[config.mk]
export PLATFORM = sky130hd
export DESIGN_NAME = instruction_fetch_unit
export DESIGN_NICKNAME = d
export VERILOG_FILES = /design/src/rtl/instruction_fetch_unit.sv
export SDC_FILE = /design/constraint.sdc
export NUM_CORES = 1
export LEC_CHECK = 0
export CAP_MARGIN = 20
export CELL_PAD_IN_SITES_DETAIL_PLACEMENT = 1
export CELL_PAD_IN_SITES_GLOBAL_PLACEMENT = 2
export CORE_ASPECT_RATIO = 0.7
export CORE_UTILIZATION = 23
export DETAILED_ROUTE_END_ITERATION = 10
export PLACE_DENSITY = 0.8
export SYNTH_ARGS = -nofsm -noshare
export SYNTH_HDL_FRONTEND = slang
export SYNTH_SLANG_ARGS = --single-unit
[constraint.sdc]
create_clock -name clock -period 1.71 [get_ports clock]
set_input_delay 0.342 -clock clock [delete_from_list [all_inputs] [get_ports clock]]
set_output_delay 0.342 -clock clock [all_outputs]
set_load 0.01 [all_outputs]
[src/rtl/instruction_fetch_unit.sv]
// Fetch stage: owns the PC, issues single outstanding word reads, buffers results.
// Define FETCH_PREFETCH_EN for a two-entry queue that prefetches one word ahead.
module instruction_fetch_unit #(
    parameter logic [15:0] RESET_ADDRESS = 16'h0000
) (
    input  logic        clock,
    input  logic        reset,
    output logic        memory_read_request,
    output logic [15:0] memory_address,
    input  logic        memory_read_valid,
    input  logic [15:0] memory_read_data,
    output logic        instruction_valid,
    input  logic        instruction_take,
    output logic [3:0]  instruction_operation,
    output logic [3:0]  instruction_destination,
    output logic [3:0]  instruction_operation_extra,
    output logic [3:0]  instruction_source,
    output logic [7:0]  instruction_immediate,
    output logic [15:0] instruction_address,
    input  logic        redirect,
    input  logic [15:0] redirect_address
);

`ifdef FETCH_PREFETCH_EN
    localparam logic [1:0] DEPTH = 2'd2;
`else
    localparam logic [1:0] DEPTH = 2'd1;
`endif

    logic [15:0] fetch_pc_q, fetch_pc_d;
    logic        outstanding_q, outstanding_d;
    logic        stale_q, stale_d;
    logic [1:0]  count_q, count_d;
    logic        req_q, req_d;
    logic [15:0] req_addr_q, req_addr_d;
    logic [15:0] head_word_q, head_word_d;
    logic [15:0] head_addr_q, head_addr_d;
`ifdef FETCH_PREFETCH_EN
    logic [15:0] tail_word_q, tail_word_d;
    logic [15:0] tail_addr_q, tail_addr_d;
`endif

    logic       pop;
    logic       returning;
    logic       push;
    logic       issue;
    logic [1:0] kept;

    assign pop       = instruction_take && (count_q != 2'd0);
    assign returning = memory_read_valid && outstanding_q;
    assign push      = returning && !stale_q;
    assign issue     = !outstanding_q && (count_q < DEPTH);
    assign kept      = count_q - {1'b0, pop};

    always_comb begin
        fetch_pc_d    = fetch_pc_q;
        outstanding_d = outstanding_q;
        stale_d       = stale_q;
        count_d       = count_q;
        req_d         = 1'b0;
        req_addr_d    = req_addr_q;
        head_word_d   = head_word_q;
        head_addr_d   = head_addr_q;
`ifdef FETCH_PREFETCH_EN
        tail_word_d   = tail_word_q;
        tail_addr_d   = tail_addr_q;
`endif
        if (redirect) begin
            // A read still in flight must be swallowed when it lands.
            count_d       = 2'd0;
            fetch_pc_d    = redirect_address;
            outstanding_d = outstanding_q && !memory_read_valid;
            stale_d       = outstanding_q && !memory_read_valid;
        end else begin
            if (returning) begin
                outstanding_d = 1'b0;
                stale_d       = 1'b0;
            end
            if (issue) begin
                req_d         = 1'b1;
                req_addr_d    = fetch_pc_q;
                fetch_pc_d    = fetch_pc_q + 16'd1;
                outstanding_d = 1'b1;
            end
`ifdef FETCH_PREFETCH_EN
            if (pop && (count_q == 2'd2)) begin
                head_word_d = tail_word_q;
                head_addr_d = tail_addr_q;
            end
            if (push) begin
                if (kept == 2'd0) begin
                    head_word_d = memory_read_data;
                    head_addr_d = req_addr_q;
                end else begin
                    tail_word_d = memory_read_data;
                    tail_addr_d = req_addr_q;
                end
            end
`else
            if (push) begin
                head_word_d = memory_read_data;
                head_addr_d = req_addr_q;
            end
`endif
            count_d = kept + {1'b0, push};
        end
    end

    always_ff @(posedge clock) begin
        if (reset) begin
            fetch_pc_q    <= RESET_ADDRESS;
            outstanding_q <= 1'b0;
            stale_q       <= 1'b0;
            count_q       <= 2'd0;
            req_q         <= 1'b0;
            req_addr_q    <= 16'h0000;
            head_word_q   <= 16'h0000;
            head_addr_q   <= 16'h0000;
`ifdef FETCH_PREFETCH_EN
            tail_word_q   <= 16'h0000;
            tail_addr_q   <= 16'h0000;
`endif
        end else begin
            fetch_pc_q    <= fetch_pc_d;
            outstanding_q <= outstanding_d;
            stale_q       <= stale_d;
            count_q       <= count_d;
            req_q         <= req_d;
            req_addr_q    <= req_addr_d;
            head_word_q   <= head_word_d;
            head_addr_q   <= head_addr_d;
`ifdef FETCH_PREFETCH_EN
            tail_word_q   <= tail_word_d;
            tail_addr_q   <= tail_addr_d;
`endif
        end
    end

    assign memory_read_request         = req_q;
    assign memory_address              = req_addr_q;
    assign instruction_valid           = (count_q != 2'd0);
    assign instruction_operation       = head_word_q[15:12];
    assign instruction_destination     = head_word_q[11:8];
    assign instruction_operation_extra = head_word_q[7:4];
    assign instruction_source          = head_word_q[3:0];
    assign instruction_immediate       = head_word_q[7:0];
    assign instruction_address         = head_addr_q;

endmodule

Word level (Yosys, flattened, before mapping)
Cells that the tools add are included.

Add/sub/neg operators: 3. Multipliers: 0. Divide/modulo/power cells: 0. Order comparisons: 1. Equality and inequality tests: 0. Shift-type cells: 0. Mux-type cells: 7. Bitwise operators: 1. Reduce and logical (&&, ||, !) cells: 15.

Operator list (number): 16-bit 2-to-1 mux (2); 16-bit by 1-bit adder with 16-bit output, second input constant (1); 2-bit nonzero test (3); 1-bit logical AND (5); 1-bit 2-to-1 mux (5); 2-bit AND reduction (2); 1-bit zero test (3); 3-bit nonzero test (1); 2-bit by 1-bit adder with 2-bit output (1); 2-bit by 1-bit < comparator with 1-bit output, second input constant (1); 2-bit OR reduction (1); 2-bit by 1-bit subtractor with 2-bit output (1); 1-bit NOT (1).

Register bits after elaboration: 69. Bits in latches: 0. Bits in writable memories: 0. Bits in read-only memories: 0. Input bits: 37. Output and inout port bits: 58. Word-level logic and storage cells: 35. Memories: 0.

Logic depth before layout (Yosys ltp)
Depth after elaboration: 4. Depth in mapped cells: 8. Mapped depth without buffers: 8.

Worst setup path after synthesis
Ideal clock, no wire load.

Path type: flip-flop to flip-flop. Start point: register count_q[1]. End point: register count_q[1]. Library setup time: 0.133 ns. Arrival time: 1.610 ns. Required time: 1.577 ns. Path slack: -0.033 ns. Cell stages (with the launch flop): 9. Buffers on the path: 0. Period minus slack after synthesis: 1.743 ns. Path through: dfxtp_1 > or2_2 > and2_1 > ha_1 > inv_1 > ha_1 > xor2_1 > xnor2_1 > nor3_1.

Longest elaborated chain between the ends: 4.

RTL lines: start: declaration (line 33) `logic [1:0] count_q, count_d;`; start signal: assignment (line 127) `count_q <= count_d;`; 2-bit nonzero test; via instruction_valid (line 12) `output logic instruction_valid,`; 1-bit logical AND (line 49) `assign pop = instruction_take && (count_q != 2'd0);`; 2-bit by 1-bit subtractor with 2-bit output (line 53) `assign kept = count_q - {1'b0, pop};`; 2-bit by 1-bit adder with 2-bit output (line 105) `count_d = kept + {1'b0, push};`.

The timed path passes the listed nets, and every way through them passes these cells. A chain may end at the register's enable or synchronous reset.

Worst setup path after layout
Start point: register count_q[0]. End point: register count_q[1].

Longest elaborated chain between the ends: 4.

RTL lines (line): 2-bit nonzero test (49); 1-bit logical AND (49); 2-bit by 1-bit subtractor with 2-bit output (*) (53); 2-bit by 1-bit adder with 2-bit output (*) (105).

Every way passes the cells marked *; elsewhere a longest branch is shown, timed or not.

==> results.txt <==
The async set or reset register ratio after synthesis works out to 0%. The library cell occupying the most area in the post-synthesis netlist is sky130_fd_sc_hd__dfxtp_1. STA classifies the critical path endpoint as a flop.

The commonest cells after synthesis are sky130_fd_sc_hd__nand2_1, sky130_fd_sc_hd__dfxtp_1, sky130_fd_sc_hd__a21oi_1. The distinct cell type count after synthesis was 35. In this run switching power makes up 23.96% of total power.

The synthesized instance count was 353; the biggest cell delay along the critical path was 0.32 ns. Internal power comes to 3.136 mW. The congestion estimate from routability-driven global placement came to 0.7907. The tools report the share of total power in sequential cells as 42.1%. The maximum fanout encountered on the critical timing path works out to 3. The total area inside the core boundary comes to 12460 um^2.

For this run, the total global-route usage over all layers was measured as 15.14%. Each instance of the synthesized netlist takes up on average 8.358 um^2. The global-route congestion overflow total was 0. The final max-slew violation count was 0. The startpoint kind of the worst setup timing path is a flop. Yosys instantiated no cell more often than sky130_fd_sc_hd__nand2_1. The die covers 13290 um^2. For this run, the detailed router's first-pass iteration total came to 4. The share of the Yosys chip area taken by registers is 46.82%. The logs give 2844 for the number of vias after detailed routing and 1435 for the filler cell count.

The via count of the first global-routing pass was 2998. Yosys mapped a number of flops with a built-in enable equal to 0. Count of input and output buffers: 94. The count of boundary I/O pins was 95; the Yosys warning count was 0. The run gives 3 as the deepest level of the CTS H-tree.

Power per cell area: 879.7 nW/um^2. TritonCTS built the clock tree. The design draws 4.124 mW. The layout cell share with drive strength beyond 1 was 16.13%; the number of vias per cell after detailed routing was 4.536. The smallest clock period supported by the final layout is computed as 1.692 ns.

The worst setup path category is reg2reg. The share of synthesized area in the top cell type comes to 46.82%. Counting the buffers created by CTS gives 9. The clock transition at the register clock pins on the worst setup and hold paths after CTS works out to 0.06 ns. The site row count was 34. The buffers plus inverters on the worst setup path was 1; the die height was 96.76 um. Across all hold checks on the routed design, the worst slack comes to 0.4010 ns. Broken down by cell family, the worst path's largest delay share belongs to simple AND/OR/NAND/NOR gates.

The arrival time at the worst endpoint came out at 1.94 ns. The register area is 1388 um^2. Across the run, the number of max-cap violations was 0. The cts-stage hold buffer count was 0; the share of total power in the clock network was 44.4%. The tools report the largest net degree at the start of global routing as 69. Across the routed clock network, the largest skew measured is 0.004629 ns. Measured against its own limit, the worst slew margin works out to 70.93%. Setup repair after global routing could not meet its margin everywhere. For the global-route wire length before repair, the log shows 15440 um. The path class of the tightest hold or removal check is in2reg. The run gives 0 as the total count of hold-check failures in the final report. The synthesis-to-finish area growth came out at 58.91%. The tools report the reported net switching power as 988.0 uW.

The most instantiated flip-flop cell in the synthesis netlist was sky130_fd_sc_hd__dfxtp_1. The die is 137.4 um wide. Yosys attributes the largest share of cell area to sky130_fd_sc_hd__dfxtp_1, sky130_fd_sc_hd__nand2_1, sky130_fd_sc_hd__a21oi_1. The multi-input combinational cells in the finished layout cover a total of 1516 um^2.

The repair_antennas step left the layout with diodes totalling 0. Of the available clock period, the critical path in the final layout requires 98.96%. The number of antenna violations at the first check in global routing is 0, and the endpoint required time on the critical path is 1.96 ns. CTS saw 69 sinks.

The total of flip-flops plus latches after synthesis came out at 69. Static timing analysis puts the maximum clock frequency at 590.9 MHz. Setup violations remaining at the end of the flow were counted as 0.

The logs give 23.67% for the starting utilization of the core area and 2 for the maximum clock path buffer count. The total routed wirelength is 9781 um, and the maximum resistive drop on vdd is 0.4412 mV. After detailed routing, the average wire length per cell comes to 15.60 um. The flow ran to the end, and the final reports show no timing, DRC or antenna violations. Traced cell by cell, the critical path runs through or2_4 > and2_4 > ha_4 > inv_4 > ha_4 > xor2_2 > xnor2_1 > nor3_1. Among all stages on the critical path, the largest delay is contributed by sky130_fd_sc_hd__dfxtp_2.

Detailed placement ended at an HPWL of 6765 um. The slew at the pin closest to its max-slew limit came out at 0.4350 ns. Counting stages on the worst path, the most repeated cell is sky130_fd_sc_hd__ha_4. The mapped netlist covers 2950 um^2. The cell sitting at the root of the clock tree is a sky130_fd_sc_hd__clkbuf_16. Clock latency on the worst-skew pair, taken at its later pin, is 0.33 ns. Summed over all cells, the static leakage comes to 1.705 nW.

The logs give 500 for the final net count and 0 for the DRC violation count after routing. In this run, the number of DRC markers left after iteration 0 of detailed routing was 96. In this run the remaining antenna-violating nets after routing total 0. The number of nets handed over by synthesis was 393. Combinational logic burns 13.6% of the power.
==> per-stage QoR <==
| stage | instance area (um^2) | setup TNS [ns] | std cells | utilization [%] | setup WS [ns] |
|---|---|---|---|---|---|
| final | 4688 | 0 | 627 | 37.61 | 0.01772 |
| after global routing | 4688 | -0.1371 | 627 | 37.61 | -0.06938 |
| after floorplan | 2953 | 0 | 353 | - | 0.04027 |
| after CTS | 4544 | 0 | 624 | 36.46 | 0.004137 |
| after detailed placement | 4210 | -1.351 | 605 | 33.78 | -0.3597 |
| after global placement | 4210 | -0.6877 | 605 | 33.78 | -0.3304 |
==> cell usage in the layout (no fill, tap or decap), types with 4 or more instances in the layout <==
| cell type | count |
|---|---|
| sky130_fd_sc_hd__nand4_1 | 4 |
| sky130_fd_sc_hd__clkbuf_16 | 9 |
| sky130_fd_sc_hd__nor3_1 | 6 |
| sky130_fd_sc_hd__a211oi_1 | 8 |
| sky130_fd_sc_hd__buf_12 | 7 |
| sky130_fd_sc_hd__clkbuf_1 | 5 |
| sky130_fd_sc_hd__dfxtp_1 | 64 |
| sky130_fd_sc_hd__dfxtp_2 | 5 |
| sky130_fd_sc_hd__buf_4 | 25 |
| sky130_fd_sc_hd__nor4_4 | 8 |
| sky130_fd_sc_hd__mux2i_1 | 4 |
| sky130_fd_sc_hd__a21oi_1 | 49 |
| sky130_fd_sc_hd__clkdlybuf4s50_1 | 91 |
| sky130_fd_sc_hd__xnor2_1 | 9 |
| sky130_fd_sc_hd__nand2_1 | 103 |
| sky130_fd_sc_hd__nor2_1 | 16 |
| sky130_fd_sc_hd__nand3_1 | 5 |
==> cell type report <==
class,count,area share (%)
multi-input cells,249,32.35
flip-flops and latches,69,29.60
repair buffers,127,27.22
clock buffers,15,5.498
well taps,162,4.323
clock inverters,1,0.6405
inverters,4,0.3736
==> power by group through the flow <==
stage / Sequential [mW] / Combinational (mW) / Clock, mW
CTS: 1.73 / 0.542 / 1.90
floorplan: 1.77 / 0.222 / 0
finish: 1.73 / 0.559 / 1.83
global route: 1.74 / 0.611 / 1.96
global placement: 1.76 / 0.520 / 0
detailed placement: 1.76 / 0.532 / 0
==> registers in the layout, indices dropped and copies added (netlist names) <==
name and count:
instruction_address 16, count_q 2, head_word_q 16, memory_address 16, stale_q 1, memory_read_request 1, fetch_pc_q 16, outstanding_q 1
==> worst paths after layout <==
kind,cells past startpoint,end,startpoint,slack [ns]
max,8,count_q[1]$_SDFF_PP0_,count_q[0]$_SDFF_PP0_,0.02
min,3,count_q[0]$_SDFF_PP0_,reset,0.40
max reg2reg,8,count_q[1]$_SDFF_PP0_,count_q[0]$_SDFF_PP0_,0.02
min reg2reg,2,instruction_address[8]$_SDFFE_PP0P_,instruction_address[8]$_SDFFE_PP0P_,0.45
==> kinds of logic (layout without fill, tap and decap cells) <==
group	count (synthesis)	count (layout)	synth area share (%)
and+or+nand+nor	165	165	27.61
DFF	69	69	46.82
AOI/OAI and AO/OA	64	64	12.68
buffers and inverters	35	147	6.403
xor gates and xnor gates	13	13	3.859
muxes	4	4	1.357
adders and majority gates	3	3	1.272
==> layer usage <==
layer | wire (um) | global-route usage, % | vias up
li1 | - | - | 1392
met1 | 4544 | 19.32 | 1385
met2 | 4549 | 23.82 | 61
met3 | 622 | 5.922 | 6
met4 | 64 | 3.466 | 0
met5 | 0 | 0 | -
==> worst min-delay path, stage by stage <==
cell	delay [ns]
sky130_fd_sc_hd__buf_2	0.13
sky130_fd_sc_hd__nor2_1	0.06
sky130_fd_sc_hd__and2_1	0.15
==> what timing repair did <==
action,CTS,global route
resized for setup,7,21
pin swaps,5,19
buffers inserted,3,3
endpoints found under the setup margin,5,10
hold endpoints to repair,0,0
Note: power is estimated with default switching activity, not from simulation.
